--- src/rtl/climate_sample_driver_if.sv ---
// climate_sample_driver_if: sensor, predictor and result handshake bundle
interface climate_sample_driver_if;
    logic               s_valid;
    logic               s_ready;
    logic signed [31:0] s_temperature;
    logic        [31:0] s_pressure;
    logic signed [31:0] temperature;
    logic        [31:0] pressure;
    logic               snow;
    logic               sunny;
    logic               storm;
    logic               error;
    logic               done;
    logic               r_valid;
    logic               r_ready;
    logic        [1:0]  r_class;
    logic               r_timeout;
    modport master (
        input  s_valid, s_temperature, s_pressure, snow, sunny, storm, error, done, r_ready,
        output s_ready, temperature, pressure, r_valid, r_class, r_timeout
    );
    modport slave (
        output s_valid, s_temperature, s_pressure, snow, sunny, storm, error, done, r_ready,
        input  s_ready, temperature, pressure, r_valid, r_class, r_timeout
    );
endinterface

--- src/rtl/climate_sample_driver.sv ---
// climate_sample_driver: holds one sensor sample on the predictor, captures its verdict (or a timeout) and keeps per-class statistics; CLIMATE_DRV_ONEHOT_CHECK_EN enables one-hot verdict checking
module climate_sample_driver #(
    parameter int TIMEOUT_CYCLES = 16,
    parameter int CNT_W          = 16
) (
    input  logic                   clk,
    input  logic                   rst,
    climate_sample_driver_if.master bus,
    output logic [CNT_W-1:0]       cnt_snow,
    output logic [CNT_W-1:0]       cnt_sunny,
    output logic [CNT_W-1:0]       cnt_storm,
    output logic [CNT_W-1:0]       cnt_error,
    output logic                   protocol_err
);
    localparam int WW = $clog2(TIMEOUT_CYCLES + 1);
    typedef enum logic [1:0] {IDLE, DRIVE, RESULT} state_t;
    state_t           state_q, state_d;
    logic [WW-1:0]    wait_q, wait_d;
    logic [31:0]      temp_q, temp_d;
    logic [31:0]      pres_q, pres_d;
    logic [1:0]       class_q, class_d;
    logic             timeout_q, timeout_d;
    logic             perr_q, perr_d;
    logic [CNT_W-1:0] cnt_q [4];
    logic [CNT_W-1:0] cnt_d [4];
    logic [1:0]       verdict;
    logic             bad_verdict;

    // Map predictor flags onto a class code; a malformed flag set becomes error when checking is enabled
    always_comb begin
        verdict = bus.snow ? 2'd0 : bus.sunny ? 2'd1 : bus.storm ? 2'd2 : 2'd3;
`ifdef CLIMATE_DRV_ONEHOT_CHECK_EN
        bad_verdict = !$onehot({bus.snow, bus.sunny, bus.storm, bus.error});
        verdict = bad_verdict ? 2'd3 : verdict;
`else
        bad_verdict = 1'b0;
`endif
    end

    // Next state: accept sample, wait for a fresh verdict or timeout, then hand out the result and count it
    always_comb begin
        state_d = state_q;
        wait_d = wait_q;
        temp_d = temp_q;
        pres_d = pres_q;
        class_d = class_q;
        timeout_d = timeout_q;
        perr_d = perr_q;
        cnt_d = cnt_q;
        if (state_q == IDLE) begin
            if (bus.s_valid) begin
                state_d = DRIVE;
                wait_d = '0;
                temp_d = bus.s_temperature;
                pres_d = bus.s_pressure;
            end
        end else if (state_q == DRIVE) begin
            wait_d = wait_q + 1'b1;
            if (bus.done && wait_q >= WW'(2)) begin
                state_d = RESULT;
                class_d = verdict;
                timeout_d = 1'b0;
                perr_d = perr_q | bad_verdict;
            end else if (wait_q == WW'(TIMEOUT_CYCLES - 1)) begin
                state_d = RESULT;
                class_d = 2'd3;
                timeout_d = 1'b1;
            end
        end else if (bus.r_ready) begin
            state_d = IDLE;
            if (cnt_q[class_q] != '1) cnt_d[class_q] = cnt_q[class_q] + 1'b1;
        end
    end

    // State and datapath registers with synchronous reset
    always_ff @(posedge clk) begin
        if (rst) begin
            state_q <= IDLE;
            wait_q <= '0;
            temp_q <= '0;
            pres_q <= '0;
            class_q <= 2'd0;
            timeout_q <= 1'b0;
            perr_q <= 1'b0;
            cnt_q <= '{default: '0};
        end else begin
            state_q <= state_d;
            wait_q <= wait_d;
            temp_q <= temp_d;
            pres_q <= pres_d;
            class_q <= class_d;
            timeout_q <= timeout_d;
            perr_q <= perr_d;
            cnt_q <= cnt_d;
        end
    end

    assign bus.s_ready = state_q == IDLE;
    assign bus.r_valid = state_q == RESULT;
    assign bus.temperature = temp_q;
    assign bus.pressure = pres_q;
    assign bus.r_class = class_q;
    assign bus.r_timeout = timeout_q;
    assign cnt_snow = cnt_q[0];
    assign cnt_sunny = cnt_q[1];
    assign cnt_storm = cnt_q[2];
    assign cnt_error = cnt_q[3];
    assign protocol_err = perr_q;
endmodule

--- src/flat_wrapper.sv ---
// flat-port wrapper written by rule: the top's interface ports become plain ports
module climate_sample_driver_flat 
#(
    parameter int TIMEOUT_CYCLES = 16,
    parameter int CNT_W          = 16
)
  (clk, rst, cnt_snow, cnt_sunny, cnt_storm, cnt_error, protocol_err, bus_s_valid, bus_s_temperature, bus_s_pressure, bus_snow, bus_sunny, bus_storm, bus_error, bus_done, bus_r_ready, bus_s_ready, bus_temperature, bus_pressure, bus_r_valid, bus_r_class, bus_r_timeout);
  climate_sample_driver_if bus_i ();
  input  logic clk;
  input  logic rst;
  output logic [CNT_W-1:0] cnt_snow;
  output logic [CNT_W-1:0] cnt_sunny;
  output logic [CNT_W-1:0] cnt_storm;
  output logic [CNT_W-1:0] cnt_error;
  output logic protocol_err;
  input wire logic [$bits(bus_i.s_valid)-1:0] bus_s_valid;
  input wire logic [$bits(bus_i.s_temperature)-1:0] bus_s_temperature;
  input wire logic [$bits(bus_i.s_pressure)-1:0] bus_s_pressure;
  input wire logic [$bits(bus_i.snow)-1:0] bus_snow;
  input wire logic [$bits(bus_i.sunny)-1:0] bus_sunny;
  input wire logic [$bits(bus_i.storm)-1:0] bus_storm;
  input wire logic [$bits(bus_i.error)-1:0] bus_error;
  input wire logic [$bits(bus_i.done)-1:0] bus_done;
  input wire logic [$bits(bus_i.r_ready)-1:0] bus_r_ready;
  output wire logic [$bits(bus_i.s_ready)-1:0] bus_s_ready;
  output wire logic [$bits(bus_i.temperature)-1:0] bus_temperature;
  output wire logic [$bits(bus_i.pressure)-1:0] bus_pressure;
  output wire logic [$bits(bus_i.r_valid)-1:0] bus_r_valid;
  output wire logic [$bits(bus_i.r_class)-1:0] bus_r_class;
  output wire logic [$bits(bus_i.r_timeout)-1:0] bus_r_timeout;
  assign bus_i.s_valid = bus_s_valid;
  assign bus_i.s_temperature = bus_s_temperature;
  assign bus_i.s_pressure = bus_s_pressure;
  assign bus_i.snow = bus_snow;
  assign bus_i.sunny = bus_sunny;
  assign bus_i.storm = bus_storm;
  assign bus_i.error = bus_error;
  assign bus_i.done = bus_done;
  assign bus_i.r_ready = bus_r_ready;
  assign bus_s_ready = bus_i.s_ready;
  assign bus_temperature = bus_i.temperature;
  assign bus_pressure = bus_i.pressure;
  assign bus_r_valid = bus_i.r_valid;
  assign bus_r_class = bus_i.r_class;
  assign bus_r_timeout = bus_i.r_timeout;
  climate_sample_driver #(.TIMEOUT_CYCLES(TIMEOUT_CYCLES), .CNT_W(CNT_W)) u_core (.clk(clk), .rst(rst), .bus(bus_i), .cnt_snow(cnt_snow), .cnt_sunny(cnt_sunny), .cnt_storm(cnt_storm), .cnt_error(cnt_error), .protocol_err(protocol_err));
endmodule
--- config.mk ---
export PLATFORM = sky130hd
export DESIGN_NAME = climate_sample_driver_flat
export DESIGN_NICKNAME = d
export VERILOG_FILES = /design/src/rtl/climate_sample_driver_if.sv /design/src/rtl/climate_sample_driver.sv /design/src/flat_wrapper.sv
export SDC_FILE = /design/constraint.sdc
export NUM_CORES = 1
export LEC_CHECK = 0
export BUFFER_PORTS_ARGS = -buffer_cell sky130_fd_sc_hd__buf_2
export CAP_MARGIN = 10
export CORE_UTILIZATION = 50
export CTS_BUF_LIST = sky130_fd_sc_hd__clkbuf_16
export DETAILED_ROUTE_END_ITERATION = 8
export PLACE_DENSITY = 0.8
export SLEW_MARGIN = 5
export SYNTH_ARGS = -nofsm -noshare
export SYNTH_HDL_FRONTEND = slang
export SYNTH_SLANG_ARGS = --single-unit
--- constraint.sdc ---
create_clock -name clk -period 3.1 [get_ports clk]
set_input_delay 0.62 -clock clk [delete_from_list [all_inputs] [get_ports clk]]
set_output_delay 0.62 -clock clk [all_outputs]
set_load 0.03 [all_outputs]
# Word-level counts from Yosys, hierarchy flattened
# Index checks and enable logic that the tools add are counted.
totals:
  register_bits: 138
  latchBits: 0
  mem_bits_rw: 0
  romBits: 0
  mem_count: 0
op_classes:
  add_sub_neg: 2
  multipliers: 0
  div_mod_pow: 0
  order_cmp: 3
  eq_ne: 6
  shift: 0
  mux: 22
  n_bitwise: 3
  n_reduce_logical: 11
ops:
  columns: ["op", "n"]
  rows:
  - ["64-bit bitwise mux", 1]
  - ["16-bit 2-to-1 mux", 3]
  - ["16-bit binary-select mux with 2-bit select", 1]
  - ["16-bit demux with 2-bit select", 1]
  - ["2-bit 2-to-1 mux", 10]
  - ["16-bit by 1-bit adder with 16-bit output (second input constant)", 1]
  - ["16-bit inequality test (second input constant)", 1]
  - ["5-bit 2-to-1 mux", 3]
  - ["3-bit AND reduction", 2]
  - ["5-bit by 1-bit adder with 5-bit output (second input constant)", 1]
  - ["5-bit by 4-bit == test with 1-bit output (second input constant)", 1]
  - ["5-bit by 2-bit >= comparator with 1-bit output (second input constant)", 1]
  - ["4-bit inequality test (second input constant)", 1]
  - ["2-bit AND reduction", 2]
  - ["4-bit AND reduction", 1]
  - ["2-bit nonzero test", 2]
  - ["3-bit >= comparator (second input constant)", 1]
  - ["3-bit by 1-bit < comparator with 1-bit output (second input constant)", 1]
  - ["1-bit 2-to-1 mux", 3]
  - ["2-bit inverter with 3-bit output", 1]
  - ["3-bit nonzero test", 1]
  - ["2-bit by 1-bit == test with 1-bit output (second input constant)", 1]
  - ["2-bit == test (second input constant)", 1]
  - ["1-bit logical AND", 2]
  - ["other kinds (3)", 4]

# Depth between registers and ports, before layout
depth:
  ltp_word: 6
  ltp_mapped: 12

# Worst setup path after synthesis
# OpenSTA, ideal clock, no wires.
synth_path:
  path_type: "register to register"
  from: "register u_core.class_q[0] (netlist: u_core.bus.r_class[0])"
  to: "register u_core.cnt_q, in the netlist u_core.cnt_sunny[14]"
  setup_time_ns: 0.086
  t_arrival_ns: 2.712
  required_time_ns: 3.014
  path_slack_ns: 0.302
  path_stages_with_launch: 13
  cell_sequence: "dfxtp_1 buf_6 buf_6 mux4_2 ha_1 nand2b_1 o22ai_1 nand3_2 o2111a_1 buf_6 buf_6 nor2_1 a211oi_1"
synth_via:
  elab_chain_len: 6
  word_cells_on_any_way: 13
  classes_between: "add/sub: 1; order compare: 2; eq/ne: 1; mux: 6; bitwise: 1; reduce/logical: 2"
synth_lines:
  columns: ["element", "line_no", "text"]
  rows:
  - ["start: declaration", "climate_sample_driver.sv:21", "logic [1:0] class_q, class_d;"]
  - ["start signal: assignment", "climate_sample_driver.sv:91", "class_q <= class_d;"]
  - ["2-bit inverter with 3-bit output (implied by the code) (*)", "climate_sample_driver.sv:71", "if (cnt_q[class_q] != '1) cnt_d[class_q] = cnt_q[class_q] + 1'b1;"]
  - ["16-bit binary-select mux with 2-bit select (tied with other cells)", "climate_sample_driver.sv:71", null]
  - ["16-bit 2-to-1 mux (implied by the code) or 1-bit logical AND (tied branches)", "climate_sample_driver.sv:71", null]
  - ["16-bit 2-to-1 mux (implied by the code)", "climate_sample_driver.sv:71", null]
  - ["16-bit by 1-bit adder with 16-bit output (tied with other cells)", "climate_sample_driver.sv:71", null]
  - ["64-bit bitwise mux or 4-bit AND reduction (tied branches)", null, null]
  - ["end signal: assignment", "climate_sample_driver.sv:94", "cnt_q <= cnt_d;"]
  - ["end: declaration", "climate_sample_driver.sv:24", "logic [CNT_W-1:0] cnt_q [4];"]
# Every way passes the cells marked *; elsewhere a longest branch is shown, timed or not. The select of a mux whose other input is x is not followed.
# A chain may end at the register's enable or synchronous reset.

# Worst setup path in the final report
layout_path:
  from: "register u_core.class_q[0] (netlist: u_core.bus.r_class[0])"
  to: "register u_core.cnt_q, in the netlist u_core.cnt_snow[5]"
# The elaborated chain is that of the path after synthesis.

==> flow_metrics.env <==
export IMPL_outcome="finished clean"
export IMPL_cp_start_kind="flip-flop"
export IMPL_final_setup_tns_ps=0
export IMPL_vdd_ir_drop_max_mv=0.394
export IMPL_layout_drive_gt1_share=0.320
export IMPL_postRouteWirelength_mm=15.3
export IMPL_tightest_slew_ps=644
export IMPL_ys_flop_type="dfxtp_1"
export IMPL_finalSetupViolCount=0
export IMPL_cts_sinks=138
export IMPL_viasPerCell=5.40
export IMPL_hold_ws_ps=431
export IMPL_postPlaceCellArea_mm2=0.00677
export IMPL_stdcell_count=972
export IMPL_antenna_found_initial=0
export IMPL_dpl_cell_count=941
export IMPL_synth_avg_cell_area_um2=9.10
export IMPL_core_area_mm2=0.0110
export IMPL_clockBufferDepth=2
export IMPL_gp_congestion=0.793
export IMPL_num_vias=5251
export IMPL_synth_cells=630
export IMPL_die_area_mm2=0.0119
export IMPL_arrival_ps=3180
export IMPL_critical_path_class="flip-flop to flip-flop"
export IMPL_cp_max_fo=12
export IMPL_synth_seq_cells=138
export IMPL_diodes=0
export IMPL_cts_root_buf="clkbuf_16"
export IMPL_grt_total_usage=0.261
export IMPL_worst_slack_ps=234
export IMPL_path_delay_family="multiplexers"
export IMPL_cts_setup_buffers=0
export IMPL_cts_made_buffers=17
export IMPL_power_density_mw_per_mm2=553
export IMPL_grt_max_degree=67
export IMPL_maxCapViolCount=0
export IMPL_dp_slack_ps=370
export IMPL_crit_top_cell="buf_4"
export IMPL_power_mw=4.03
export IMPL_final_core_util=0.664
export IMPL_fmax_ghz=0.349
export IMPL_firstDrtPassIters=5
export IMPL_crit_slowest_cell="mux4_1"
export IMPL_crit_buf_inv=2
export IMPL_min_from="bus_s_temperature[16]"
export IMPL_fin_crit_sh=0.925
export IMPL_cts_tree="done"
export IMPL_hold_depth=3
export IMPL_yosysSeqAreaShare=0.482
export IMPL_reg2reg_depth=8
export IMPL_finalClockSkew_ps=9.31
export IMPL_syn_num_nets=707
export IMPL_grt_pass1_vias=5049
export IMPL_hold_buffers=0
export IMPL_start_util=0.522
export IMPL_port_buffers=204
export IMPL_wl_per_cell_um=15.7
export IMPL_max_slew_margin=0.571
export IMPL_die_width_um=109
export IMPL_cts_resized=0
export IMPL_drtIter0Drc=315
export IMPL_yosys_warnings=0
export IMPL_endpoint_kind="flip-flop"
export IMPL_grt_overflow_total=0
export IMPL_grt_first_pass_wirelength_mm=23.9
export IMPL_syn2layout_area_growth_pct=27.1
export IMPL_die_h_um=109
export IMPL_num_rows=38
export IMPL_timing_final_crit_period_ps=2870
export IMPL_synth_edff_count=0
export IMPL_timing_rr_start="u_core.bus.r_class[0]$_SDFFE_PP0P_"
export IMPL_cp_required_ps=3410
export IMPL_critPathMaxStageDelay_ps=720
export IMPL_whs_endpoint="u_core.bus.temperature[16]$_SDFFE_PP0P_"
export IMPL_clkSlewWorstSetupHoldPaths_ps=60
export IMPL_power_leakage_nw=3.18
export IMPL_antenna_left=0
export IMPL_path_cells="buf_4, mux4_1, and4_4, nand4_4, o211a_1, buf_4, nor2_1, a211oi_1"
export IMPL_ys_types=44
export IMPL_r2r_end="u_core.cnt_snow[5]$_SDFFE_PP0P_"
export IMPL_clk_latency_ps=420
export IMPL_fin_area_mm2=0.00729
export IMPL_rsz0062_at_grt="no"
export IMPL_pin_count=207
export IMPL_h_tree_depth=4
export IMPL_final_nets=897
export IMPL_hold_path_class="input pin to flip-flop"
export IMPL_reg2reg_setup_slack_ps=230
export IMPL_slew_viol_final=0
export IMPL_hpwl_mm=10.7
export IMPL_drcViolationCount=0
export IMPL_synthArstFlopShare=0
export IMPL_syn_area_mm2=0.00573
export IMPL_final_hold_violation_count=0
-- per-layer routing --
metal / share of wire / track usage / wire [um] / up-vias
li1: - / - / - / 2537
met1: 0.40 / 0.295 / 6060 / 2462
met2: 0.51 / 0.454 / 7780 / 232
met3: 0.081 / 0.0909 / 1240 / 20
met4: 0.014 / 0.0936 / 207 / 0
met5: 0 / 0 / 0 / -
-- synthesized netlist by cell type (2+ instances only) --
library cell / instances / share of area
xor2_1: 6 / 0.0092
nand4_1: 4 / 0.0044
clkbuf_1: 26 / 0.017
a211oi_1: 39 / 0.051
xnor2_1: 12 / 0.018
nand2_1: 138 / 0.090
mux4_1: 6 / 0.027
mux4_2: 10 / 0.039
nor3_1: 6 / 0.0052
a22oi_1: 2 / 0.0026
o2111a_1: 2 / 0.0039
and3_1: 2 / 0.0022
nor2_1: 82 / 0.054
ha_1: 4 / 0.0087
a211oi_2: 5 / 0.011
nand3_2: 2 / 0.0035
nand3_1: 2 / 0.0017
nand2b_1: 7 / 0.0076
nor2b_1: 3 / 0.0033
a21oi_1: 70 / 0.061
dfxtp_1: 138 / 0.48
o21a_1: 2 / 0.0026
inv_1: 5 / 0.0033
mux2i_1: 19 / 0.033
buf_4: 4 / 0.0052
buf_1: 4 / 0.0026
nor4_1: 2 / 0.0022
buf_6: 12 / 0.024
-- placed cells by master, fill, tap and decap left out, types with 3 or more instances in the layout --
master | Yosys | final
mux4_1 | 6 | 6
buf_4 | 4 | 14
nor3_1 | 6 | 6
mux2i_1 | 19 | 19
clkinv_2 | 0 | 5
clkinv_1 | 0 | 3
dfxtp_1 | 138 | 138
a211oi_2 | 5 | 5
clkbuf_16 | 0 | 17
nand4_1 | 4 | 4
buf_2 | 1 | 203
mux4_2 | 10 | 10
a211oi_1 | 39 | 39
inv_1 | 5 | 8
nand2_1 | 138 | 137
xnor2_1 | 12 | 12
nor2b_1 | 3 | 3
nand2b_1 | 7 | 7
a21oi_1 | 70 | 70
ha_1 | 4 | 4
xor2_1 | 6 | 6
nor2_1 | 82 | 82
-- cell families after synthesis --
kind of cell | Yosys count | share of synthesized area
muxes | 36 | 0.102
xor gates and xnor gates | 18 | 0.0275
and+or+nand+nor | 255 | 0.187
AOI/OAI and AO/OA | 126 | 0.140
DFF | 138 | 0.482
buffers and inverters | 52 | 0.0526
adders and majority gates | 4 | 0.00873
other | 1 | 0.000654
-- how the worst max path moves through the flow --
stage / to / slack [ps] / start / cells after the start
2_1_floorplan: u_core.cnt_sunny[14]$_SDFFE_PP0P_ / 300 / u_core.bus.r_class[0]$_SDFFE_PP0P_ / 12
3_3_place_gp: u_core.cnt_snow[14]$_SDFFE_PP0P_ / 410 / u_core.bus.r_class[0]$_SDFFE_PP0P_ / 8
3_5_place_dp: u_core.cnt_snow[4]$_SDFFE_PP0P_ / 370 / u_core.bus.r_class[0]$_SDFFE_PP0P_ / 8
4_1_cts: u_core.cnt_snow[5]$_SDFFE_PP0P_ / 240 / u_core.bus.r_class[0]$_SDFFE_PP0P_ / 8
5_1_grt: u_core.cnt_snow[12]$_SDFFE_PP0P_ / 100 / u_core.bus.r_class[0]$_SDFFE_PP0P_ / 8
6_report: u_core.cnt_snow[5]$_SDFFE_PP0P_ / 230 / u_core.bus.r_class[0]$_SDFFE_PP0P_ / 8
-- layout make-up --
cell class / instances / area, um^2
inverter: 5 / 18.8
tap: 140 / 175
clock inverter: 14 / 92.6
clock buffer: 17 / 425
multi-input combinational: 440 / 2670
fill: 851 / 3690
sequential: 138 / 2760
timing repair buffer: 218 / 1140
-- worst min-delay path: stages --
cell,delay (ps)
buf_2,90
nand2_1,40
a21oi_1,50
-- state kept, by name, summed over array words and instances (netlist names) --
register	cells
u_core.state_q	2
u_core.cnt_error	16
u_core.bus.r_timeout	1
u_core.bus.pressure	32
u_core.bus.r_class	2
u_core.wait_q	5
u_core.bus.temperature	32
u_core.cnt_sunny	16
u_core.cnt_snow	16
u_core.cnt_storm	16
-- power breakdown --
group / internal (mW) / leakage (nW) / switching (mW)
logic: 0.117 / 1.80 / 0.258
registers: 1.83 / 1.12 / 0.0297
clock network: 1.07 / 0.264 / 0.729
total: 3.01 / 3.18 / 1.02
(Power assumes the default switching activity.)
